[config.mk]
export PLATFORM = sky130hd
export DESIGN_NAME = change_dispenser_flat
export DESIGN_NICKNAME = d
export VERILOG_FILES = /design/src/rtl/change_dispenser_pkg.sv /design/src/rtl/change_dispenser_if.sv /design/src/rtl/change_dispenser_coin_select.sv /design/src/rtl/change_dispenser.sv /design/src/flat_wrapper.sv
export SDC_FILE = /design/constraint.sdc
export NUM_CORES = 1
export LEC_CHECK = 0
export ABC_AREA = 1
export BUFFER_PORTS_ARGS = -buffer_cell sky130_fd_sc_hd__buf_2
export CAP_MARGIN = 20
export CORE_ASPECT_RATIO = 2
export CORE_MARGIN = 2
export CORE_UTILIZATION = 49
export CTS_BUF_LIST = sky130_fd_sc_hd__clkbuf_2
export DETAILED_ROUTE_END_ITERATION = 8
export GPL_ROUTABILITY_DRIVEN = 0
export PLACE_DENSITY = 0.75
export SYNTH_ARGS = -nofsm -noshare
export SYNTH_HDL_FRONTEND = slang
export SYNTH_SLANG_ARGS = --single-unit
[constraint.sdc]
create_clock -name clk -period 5.6 [get_ports clk]
set_input_delay 0.56 -clock clk [delete_from_list [all_inputs] [get_ports clk]]
set_output_delay 0.56 -clock clk [all_outputs]
set_load 0.02 [all_outputs]
[src/rtl/change_dispenser_pkg.sv]
// change_dispenser_pkg: shared widths, coin values and FSM states for the change dispenser
package change_dispenser_pkg;
  localparam int kNumCoins = 3;
  localparam int kTotalBits = 16;
  localparam int kStockBits = 8;
  localparam logic [kTotalBits-1:0] kCoin100 = 16'd100;
  localparam logic [kTotalBits-1:0] kCoin500 = 16'd500;
  localparam logic [kTotalBits-1:0] kCoin1000 = 16'd1000;
  typedef enum logic [1:0] {IDLE, DISPENSE, DONE} state_e;
endpackage

[src/rtl/change_dispenser_if.sv]
// change_dispenser_if: balance/timer inputs and coin/stock outputs of the change dispenser
interface change_dispenser_if;
  import change_dispenser_pkg::*;
  logic [kTotalBits-1:0] current_total;
  logic [31:0] wait_time;
  logic i_trigger_return;
  logic i_refill;
  logic [kNumCoins-1:0] o_return_coin;
  logic [kTotalBits-1:0] o_return_value;
  logic o_busy;
  logic o_done;
  logic o_shortfall;
  logic [kTotalBits-1:0] o_unpaid;
  logic [kStockBits-1:0] o_stock_1000;
  logic [kStockBits-1:0] o_stock_500;
  logic [kStockBits-1:0] o_stock_100;
  modport master (
    output current_total, wait_time, i_trigger_return, i_refill,
    input o_return_coin, o_return_value, o_busy, o_done, o_shortfall, o_unpaid,
    input o_stock_1000, o_stock_500, o_stock_100
  );
  modport slave (
    input current_total, wait_time, i_trigger_return, i_refill,
    output o_return_coin, o_return_value, o_busy, o_done, o_shortfall, o_unpaid,
    output o_stock_1000, o_stock_500, o_stock_100
  );
endinterface

[src/rtl/change_dispenser_coin_select.sv]
// change_dispenser_coin_select: greedy pick of the largest in-stock coin not exceeding the remainder
module change_dispenser_coin_select
  import change_dispenser_pkg::*;
(
  input  logic [kTotalBits-1:0] remaining,
  input  logic                  has_1000,
  input  logic                  has_500,
  input  logic                  has_100,
  output logic [kNumCoins-1:0]  coin,
  output logic [kTotalBits-1:0] value
);
  always_comb begin
    coin = (has_1000 && remaining >= kCoin1000) ? 3'b100 :
           (has_500 && remaining >= kCoin500)   ? 3'b010 :
           (has_100 && remaining >= kCoin100)   ? 3'b001 : 3'b000;
    value = coin[2] ? kCoin1000 : coin[1] ? kCoin500 : coin[0] ? kCoin100 : '0;
  end
endmodule

[src/rtl/change_dispenser.sv]
// change_dispenser: pays the balance back one coin per cycle, largest first, within coin stock
module change_dispenser
  import change_dispenser_pkg::*;
#(
  parameter int kStock1000 = 8,
  parameter int kStock500  = 8,
  parameter int kStock100  = 16
) (
  input logic clk,
  input logic reset_n,
  change_dispenser_if.slave bus
);
  localparam logic [kStockBits-1:0] kInit1000 = kStockBits'(kStock1000);
  localparam logic [kStockBits-1:0] kInit500 = kStockBits'(kStock500);
  localparam logic [kStockBits-1:0] kInit100 = kStockBits'(kStock100);
  localparam logic [kStockBits-1:0] kOne = kStockBits'(1);
  state_e state, next_state;
  logic [kTotalBits-1:0] remaining;
  logic [kNumCoins-1:0] coin;
  logic [kTotalBits-1:0] value;
  logic start;
  change_dispenser_coin_select u_sel (
    .remaining(remaining),
    .has_1000 (bus.o_stock_1000 != '0),
    .has_500  (bus.o_stock_500 != '0),
    .has_100  (bus.o_stock_100 != '0),
    .coin     (coin),
    .value    (value)
  );
  always_ff @(posedge clk or negedge reset_n)
    if (!reset_n) state <= IDLE;
    else state <= next_state;
  // DONE lasts two cycles: one to raise o_done, one with o_done visible before leaving
  always_comb begin
    start = (bus.wait_time == '0 || bus.i_trigger_return) && bus.current_total != '0;
    next_state = state == IDLE     ? ((start && !bus.i_refill) ? DISPENSE : IDLE) :
                 state == DISPENSE ? ((coin == '0) ? DONE : DISPENSE) :
                 (bus.o_done ? IDLE : DONE);
  end
  always_ff @(posedge clk or negedge reset_n) begin
    if (!reset_n) begin
      remaining <= '0;
      bus.o_return_coin <= '0;
      bus.o_return_value <= '0;
      bus.o_busy <= 1'b0;
      bus.o_done <= 1'b0;
      bus.o_shortfall <= 1'b0;
      bus.o_unpaid <= '0;
      bus.o_stock_1000 <= kInit1000;
      bus.o_stock_500 <= kInit500;
      bus.o_stock_100 <= kInit100;
    end else begin
      bus.o_return_coin <= '0;
      bus.o_return_value <= '0;
      bus.o_busy <= next_state == DISPENSE;
      bus.o_done <= state == DONE && !bus.o_done;
      if (state == IDLE) begin
        if (bus.i_refill) begin
          bus.o_stock_1000 <= kInit1000;
          bus.o_stock_500 <= kInit500;
          bus.o_stock_100 <= kInit100;
        end else if (start) begin
          remaining <= bus.current_total;
          bus.o_shortfall <= 1'b0;
          bus.o_unpaid <= '0;
        end
      end
      if (state == DISPENSE) begin
        if (coin != '0) begin
          bus.o_return_coin <= coin;
          bus.o_return_value <= value;
          remaining <= remaining - value;
          if (coin[2]) bus.o_stock_1000 <= bus.o_stock_1000 - kOne;
          if (coin[1]) bus.o_stock_500 <= bus.o_stock_500 - kOne;
          if (coin[0]) bus.o_stock_100 <= bus.o_stock_100 - kOne;
        end else if (remaining != '0) begin
          bus.o_shortfall <= 1'b1;
          bus.o_unpaid <= remaining;
        end
      end
    end
  end
endmodule
[src/flat_wrapper.sv]
// flat-port wrapper written by rule: the top's interface ports become plain ports
module change_dispenser_flat import change_dispenser_pkg::*;
#(
  parameter int kStock1000 = 8,
  parameter int kStock500  = 8,
  parameter int kStock100  = 16
)
  (clk, reset_n, bus_current_total, bus_wait_time, bus_i_trigger_return, bus_i_refill, bus_o_return_coin, bus_o_return_value, bus_o_busy, bus_o_done, bus_o_shortfall, bus_o_unpaid, bus_o_stock_1000, bus_o_stock_500, bus_o_stock_100);
  change_dispenser_if bus_i ();
  input logic clk;
  input logic reset_n;
  input wire logic [$bits(bus_i.current_total)-1:0] bus_current_total;
  input wire logic [$bits(bus_i.wait_time)-1:0] bus_wait_time;
  input wire logic [$bits(bus_i.i_trigger_return)-1:0] bus_i_trigger_return;
  input wire logic [$bits(bus_i.i_refill)-1:0] bus_i_refill;
  output wire logic [$bits(bus_i.o_return_coin)-1:0] bus_o_return_coin;
  output wire logic [$bits(bus_i.o_return_value)-1:0] bus_o_return_value;
  output wire logic [$bits(bus_i.o_busy)-1:0] bus_o_busy;
  output wire logic [$bits(bus_i.o_done)-1:0] bus_o_done;
  output wire logic [$bits(bus_i.o_shortfall)-1:0] bus_o_shortfall;
  output wire logic [$bits(bus_i.o_unpaid)-1:0] bus_o_unpaid;
  output wire logic [$bits(bus_i.o_stock_1000)-1:0] bus_o_stock_1000;
  output wire logic [$bits(bus_i.o_stock_500)-1:0] bus_o_stock_500;
  output wire logic [$bits(bus_i.o_stock_100)-1:0] bus_o_stock_100;
  assign bus_i.current_total = bus_current_total;
  assign bus_i.wait_time = bus_wait_time;
  assign bus_i.i_trigger_return = bus_i_trigger_return;
  assign bus_i.i_refill = bus_i_refill;
  assign bus_o_return_coin = bus_i.o_return_coin;
  assign bus_o_return_value = bus_i.o_return_value;
  assign bus_o_busy = bus_i.o_busy;
  assign bus_o_done = bus_i.o_done;
  assign bus_o_shortfall = bus_i.o_shortfall;
  assign bus_o_unpaid = bus_i.o_unpaid;
  assign bus_o_stock_1000 = bus_i.o_stock_1000;
  assign bus_o_stock_500 = bus_i.o_stock_500;
  assign bus_o_stock_100 = bus_i.o_stock_100;
  change_dispenser #(.kStock1000(kStock1000), .kStock500(kStock500), .kStock100(kStock100)) u_core (.clk(clk), .reset_n(reset_n), .bus(bus_i));
endmodule
==> impl_metrics.json, run 1 <==
{
  "grt_antenna_before_repair": 1,
  "r2r_slack_ns": 2.49,
  "place_inst": 780,
  "final_hold_viol_count": 0,
  "die_h_um": 138,
  "maxSlewViolCount": 0,
  "grt_max_degree": 69,
  "clk_pin_slew_worst_paths_ns": 0.20,
  "rsz0062_at_grt": "false",
  "rows": 48,
  "worst_pin_slew_ns": 0.868,
  "die_x_um": 70.8,
  "dp_hpwl_mm": 8.59,
  "fin_tns_setup_ns": 0,
  "synth-warning-count": 0,
  "post_cts_buffers": 0,
  "avgViaCountPerCell": 5.15,
  "drc_errors": 0,
  "crit_type": "reg2reg",
  "cts_tree": "built",
  "startpoint": "u_core.bus.o_stock_100[0]",
  "cap_violations": 0,
  "synth.avg_cell_area_um2": 7.45,
  "worstPathRequired_ns": 6.09,
  "async_flop_share_pct": 100,
  "grt_usage_pct": 23.8,
  "ios": 114,
  "max_freq_mhz": 322,
  "reg2reg_from": "u_core.bus.o_stock_100[0]",
  "grt_pass1_vias": 3979,
  "slowest_stage": "dfrtp_1",
  "cts_root_buf": "clkbuf_2",
  "critPathCapture": "u_core.remaining[12]",
  "syn_area_mm2": 0.00438,
  "die_area_mm2": 0.00975,
  "io_buffer_count": 105,
  "synth_seq_cells": 68,
  "critPathTopFamily": "simple AND/OR/NAND/NOR gates",
  "cts_buffers": 9,
  "core_area_mm2": 0.00865,
  "grt_pass1_wl_mm": 18.0,
  "syn2layout_area_growth_pct": 15.2,
  "hp-class": "in2async",
  "synth_edf_count": 0,
  "synth-seq-area-share_pct": 39.0,
  "slew-limit-headroom_pct": 42.2,
  "skew_ns": 0.0243,
  "clkSinkCount": 68,
  "nets": 756,
  "ys_types": 39,
  "r2r_cells": 21,
  "routed-wl-met2_mm": 5.96,
  "insertion_delay_ns": 0.56,
  "n_fill_cell": 849,
  "postCtsHoldBufs": 0,
  "finalCritPeriodShare_pct": 55.5,
  "m1WireLength_mm": 3.72,
  "synth_cells": 587,
  "start_util_pct": 50.6,
  "final_cells": 797,
  "dpl-instance-area_mm2": 0.00491,
  "rr_endpoint": "u_core.remaining[12]",
  "yosys-top-cells-area": "dfrtp_1 (37%), nand2_1 (12%), nor2_1 (8.4%), nand3_1 (7.3%), inv_1 (5.7%)",
  "path_cells": "inv_1 -> ha_1 -> inv_1 -> nor2_1 -> nand2_1 -> nor2_1 -> nand2_1 -> nand2_4 -> inv_1 -> nand3_1 -> nand2_1 -> ha_1 -> fa_1 -> inv_1 -> nand3_1 -> nand2_1 -> nand3_1 -> nand3_1 -> xor2_1 -> nor2_1 -> nor2_1",
  "grt-ovfl-total": 0,
  "drtIter0Drc": 266,
  "p_leak_nw": 2.84,
  "wl_per_cell_um": 13.7,
  "clk_path_buf_depth": 2,
  "startpoint_type": "flop",
  "setup_viol": 0,
  "stdcell_area_mm2": 0.00504,
  "yosys.area.top_type_share_pct": 37.2,
  "finalHoldWorstSlack_ns": 0.138,
  "dr_wl_met3_um": 481,
  "arrival_ns": 3.60,
  "status": "completed",
  "ir_worst_vdd_mv": 0.113,
  "ys.flop_type": "dfrtp_1",
  "yosysMostFrequentCell": "nand2_1",
  "fin_crit_ns": 3.11,
  "cp_max_fo": 6,
  "netlist_top_cells_count": "nand2_1 (140), nor2_1 (98), inv_1 (66)",
  "cp_num_buf_inv": 4,
  "yosys.area.top_type": "dfrtp_1",
  "p_per_area_mw_per_mm2": 171,
  "first_pass_iters": 4,
  "ctsResizeCount": 0,
  "path_depth": 21,
  "end_kind": "flop",
  "drtAntennaViolNets": 0,
  "topRoutingLayerUsed": "met4",
  "via_count": 4105,
  "slowest_delay_ns": 0.44,
  "wl_mm": 10.9,
  "layout-drive-gt1-share_pct": 23.9,
  "cts.htree.levels": 3
}
-- metrics by stage --
stage | setup slack, ns | power [mW] | util (%)
after floorplan | 2.77 | 0.517 | -
after global placement | 2.72 | 0.541 | 56.7
after detailed placement | 2.57 | 0.542 | 56.7
after CTS | 2.51 | 0.870 | 58.2
after global routing | 2.18 | 0.898 | 58.3
final | 2.49 | 0.860 | 58.3
-- how the worst min path moves through the flow --
stage                                start                      to  slack [ns]
floorplan                          reset_n       u_core.bus.o_busy        0.26
global placement           u_core.state[0]       u_core.bus.o_done        0.46
detailed placement  u_core.bus.o_shortfall  u_core.bus.o_shortfall        0.46
CTS                                reset_n  u_core.bus.o_unpaid[1]        0.19
global route                       reset_n  u_core.bus.o_unpaid[1]        0.19
finish                             reset_n  u_core.bus.o_unpaid[1]        0.14
-- routing by layer --
metal  GRT usage [%]  up-vias
met2            42.7      120
met5               0        -
met1            22.9     1881
li1                -     2056
met3            6.07       48
met4            17.7        0
-- kinds of logic after synthesis --
group / count (synthesis) / share of synthesized area [%]
simple gates: 350 / 38.0
buf+inv: 90 / 9.55
flops: 68 / 39.0
compound gates: 51 / 6.66
xor+xnor: 14 / 2.80
fa+ha+maj: 13 / 3.89
other cells: 1 / 0.0857
-- placed cells by master (no fill, tap or decap), types with 2 or more instances in the layout --
master | synthesis | final
ha_1 | 12 | 12
xor2_1 | 8 | 8
nand4_1 | 6 | 6
xnor2_1 | 6 | 6
nor2_4 | 4 | 4
o22ai_1 | 2 | 2
nor2_1 | 98 | 98
nand3_2 | 11 | 11
clkbuf_2 | 0 | 11
nor3_1 | 4 | 4
nand2_2 | 7 | 7
nand3_4 | 2 | 2
buf_2 | 0 | 105
o21ai_0 | 28 | 28
nand2_1 | 140 | 140
o21ai_1 | 4 | 4
dfstp_2 | 3 | 3
conb_1 | 1 | 8
nand2_4 | 4 | 4
inv_1 | 66 | 66
clkinv_1 | 0 | 2
nand2_8 | 2 | 2
a21oi_1 | 9 | 9
a21oi_2 | 2 | 2
nand3_1 | 64 | 64
bufinv_16 | 0 | 2
dfrtp_1 | 65 | 65
o21a_1 | 3 | 3
inv_2 | 3 | 3
nor2_2 | 3 | 3
-- layout make-up --
type	count	area (um2)	area share (%)
multi-input cells	436	2280	45.2
flip-flops and latches	68	1710	33.8
repair buffers	106	533	10.6
inverters	70	264	5.24
well taps	100	125	2.48
clock inverters	5	76.3	1.51
clock buffers	11	55.1	1.09
diodes	1	2.50	0.0497
-- state kept, by name (all words and copies together), names as in the netlist --
name	flops
u_core.bus.o_busy	1
u_core.bus.o_unpaid	16
u_core.bus.o_return_value	5
u_core.bus.o_stock_1000	8
u_core.state	2
u_core.bus.o_done	1
u_core.bus.o_shortfall	1
u_core.bus.o_return_coin	2
u_core.bus.o_stock_100	8
u_core.bus.o_stock_500	8
u_core.remaining	16
-- report_power, final --
| part | internal, mW | switching (mW) | leakage, nW |
|---|---|---|---|
| Combinational | 0.0163 | 0.0246 | 1.89 |
| Sequential | 0.492 | 0 | 0.862 |
| Clock | 0.150 | 0.178 | 0.0812 |
Note: power is estimated with default switching activity, not from simulation.
==> inputs of run 2 (changes only) <==
- ABC_AREA: 1 -> 0
- CORE_UTILIZATION: 49 -> 48
- PLACE_DENSITY: 0.75 -> 0.78
- clock period: 5.6 -> 2.85 ns (I/O delays scaled with it)
==> impl_metrics.json, run 2 <==
{
  "drtIter0Drc": 282,
  "cp_num_buf_inv": 3,
  "maxSlewViolCount": 0,
  "grt_pass1_wl_mm": 18.4,
  "clk_path_buf_depth": 2,
  "setup_viol": 14,
  "rows": 45,
  "fin_tns_setup_ns": -4.26,
  "core_area_mm2": 0.00760,
  "antenna_cells": 0,
  "start_util_pct": 49.7,
  "status": "finished, violations left",
  "ys_types": 65,
  "cp_max_fo": 5,
  "rsz0062_at_grt": "true",
  "p_sw_mw": 2.53,
  "fin_total_pwr_mw": 5.70,
  "layout-drive-gt1-share_pct": 47.1,
  "die_x_um": 66.7,
  "p_int_mw": 3.17,
  "insertion_delay_ns": 0.56,
  "clkSinkCount": 68,
  "dp_hpwl_mm": 8.80,
  "grt_usage_pct": 28.9,
  "skew_ns": 0.0198,
  "drtAntennaViolNets": 0,
  "busiest_layer": "met2",
  "seqPwrFrac_pct": 26.7,
  "synth_edf_count": 0,
  "critPathTopFamily": "simple AND/OR/NAND/NOR gates",
  "r2r_slack_ns": -0.46,
  "max_freq_mhz": 302,
  "p_comb_share_pct": 63.9,
  "syn_area_mm2": 0.00378,
  "syn2layout_area_growth_pct": 48.5,
  "synth-warning-count": 0,
  "synth_seq_cells": 68,
  "use_met1_pct": 26.7,
  "r2r_cells": 13,
  "ir_worst_vdd_mv": 0.691,
  "reg_top3": "u_core.bus.o_unpaid (16), u_core.remaining (16)",
  "whs_path_depth": 3,
  "wl_mm": 12.7,
  "clk_pin_slew_worst_paths_ns": 0.18,
  "place_inst": 671,
  "worst_slack_ns": -0.462,
  "synth-seq-area-share_pct": 45.1,
  "yosys.area.top_type": "dfrtp_1",
  "drc_errors": 0,
  "via_count": 4120,
  "grt-ovfl-total": 0,
  "final_hold_viol_count": 0,
  "yosysMostFrequentCell": "dfrtp_1",
  "avgViaCountPerCell": 5.77,
  "synth.avg_cell_area_um2": 9.42,
  "finalHoldWorstSlack_ns": 0.0251,
  "async_flop_share_pct": 100,
  "cap_violations": 0,
  "crit_type": "reg2reg",
  "path_cells": "or4_4 -> or4b_4 -> nand2_4 -> inv_6 -> buf_4 -> buf_4 -> fa_2 -> nor2b_4 -> o2111ai_2 -> nand3_2 -> nand2_1 -> a211o_1 -> o211a_1",
  "met3_usage_pct": 6.77,
  "hp-class": "in2reg",
  "final_common_cell": "buf_4",
  "worstPathRequired_ns": 3.32,
  "yosys-top-cells-area": "dfrtp_1 (43%), nand2_1 (4.6%), ha_1 (4.0%), o21ai_0 (4.0%), nor4_1 (2.8%)",
  "p_per_area_mw_per_mm2": 1020,
  "grt_util_met2_pct": 52.8,
  "layout_common_cells": "buf_4 (107), buf_2 (105), dfrtp_1 (63)",
  "cts_tree": "built",
  "cts.htree.levels": 3,
  "slowest_stage": "or4_4",
  "grt_pass1_vias": 3987,
  "synth_cells": 401,
  "p_sw_share_pct": 44.4,
  "finalCritPeriodShare_pct": 116,
  "ys.flop_type": "dfrtp_1",
  "ios": 114,
  "cts_root_buf": "clkbuf_2",
  "startpoint_type": "flop",
  "slowest_delay_ns": 0.54,
  "wl_per_cell_um": 17.8,
  "fin_crit_ns": 3.31,
  "power.share.clock_pct": 9.3,
  "slew-limit-headroom_pct": 44.9,
  "first_pass_iters": 5,
  "netlist_top_cells_count": "dfrtp_1 (65), nand2_1 (46), o21ai_0 (30)",
  "end_kind": "flop",
  "final_cells": 714,
  "arrival_ns": 3.78,
  "path_depth": 13,
  "die_h_um": 129,
  "grt_antenna_before_repair": 0,
  "crit_top_cell": "buf_4",
  "cts_buffers": 9,
  "p_leak_nw": 2.76,
  "violations": "setup timing",
  "nets": 682,
  "io_buffer_count": 105,
  "die_area_mm2": 0.00864,
  "yosys.area.top_type_share_pct": 43.1,
  "worst_pin_slew_ns": 0.819,
  "grt_max_degree": 42
}
==> run 2: cell types whose count changed in the layout (fill, tap and decap cells not counted), sizes merged, moves of 16 or more <==
cell	previous run	this run
nor2	106	21
buf	106	218
inv	69	27
nand2	153	47
nand3	77	17
nor4	1	17
==> run 2: power groups by stage <==
stage               registers (mW)  clock network [mW]  logic, mW
floorplan                     1.84                   0       1.43
global placement              1.52                   0       2.93
detailed placement            1.54                   0       3.05
CTS                           1.51               0.532       3.29
global route                  1.56               0.571       3.88
finish                        1.52               0.533       3.65
==> run 2: repair_timing <==
item | 4_1_cts | 5_1_grt
buffers inserted | 18 | 8
hold endpoints to repair | 27 | 0
setup endpoints to repair | 12 | 19
hold buffers | 4 | 0
gates resized for setup | 19 | 28
pin swaps | 14 | 25
==> run 2: layer usage <==
metal | share of wire (%) | vias to the layer above
li1 | - | 1877
met1 | 33 | 1954
met2 | 54 | 218
met3 | 6.3 | 71
met4 | 7.2 | 0
met5 | 0 | -
==> run 2: final timing paths <==
check	start	end
worst max-delay path	u_core.bus.o_stock_1000[4]	u_core.remaining[12]
worst min-delay path	bus_current_total[2]	u_core.remaining[2]
worst max register to register	u_core.bus.o_stock_1000[4]	u_core.remaining[12]
worst min register to register	u_core.bus.o_shortfall	u_core.bus.o_shortfall
max in group asynchronous	reset_n	u_core.bus.o_unpaid[10]
min in group asynchronous	reset_n	u_core.bus.o_stock_500[5]
==> run 2: area by class of cell <==
type                       count  area, um2
clock buffer                  10       50.0
clock inverter                 4       42.5
fill                         541       1990
inverter                      28        116
multi-input combinational    288       2110
sequential                    68       1710
tap                           94        118
timing repair buffer         222       1460
==> run 2: per-stage QoR <==
| stage | util (%) | worst slack, ns | cell area, um2 |
|---|---|---|---|
| after floorplan | - | -0.520 | 3830 |
| after global placement | 66.1 | -0.492 | 5030 |
| after detailed placement | 66.1 | -0.588 | 5030 |
| after CTS | 70.8 | -0.382 | 5380 |
| after global routing | 73.8 | -0.585 | 5610 |
| final | 73.8 | -0.462 | 5610 |
==> run 2: cells by family (layout without fill, tap and decap cells) <==
family | count (synthesis) | in the layout | synth area share (%)
fa+ha+maj | 13 | 13 | 4.50
compound gates | 94 | 94 | 17.6
flops | 68 | 68 | 45.1
buf+inv | 52 | 264 | 6.66
other cells | 1 | 8 | 0.0993
mux | 9 | 9 | 2.45
xor+xnor | 9 | 9 | 2.09
simple gates | 155 | 155 | 21.5
==> run 2: worst min-delay path, stage by stage <==
cell      delay, ns
buf_2          0.10
nor2_1         0.12
a221oi_1       0.06
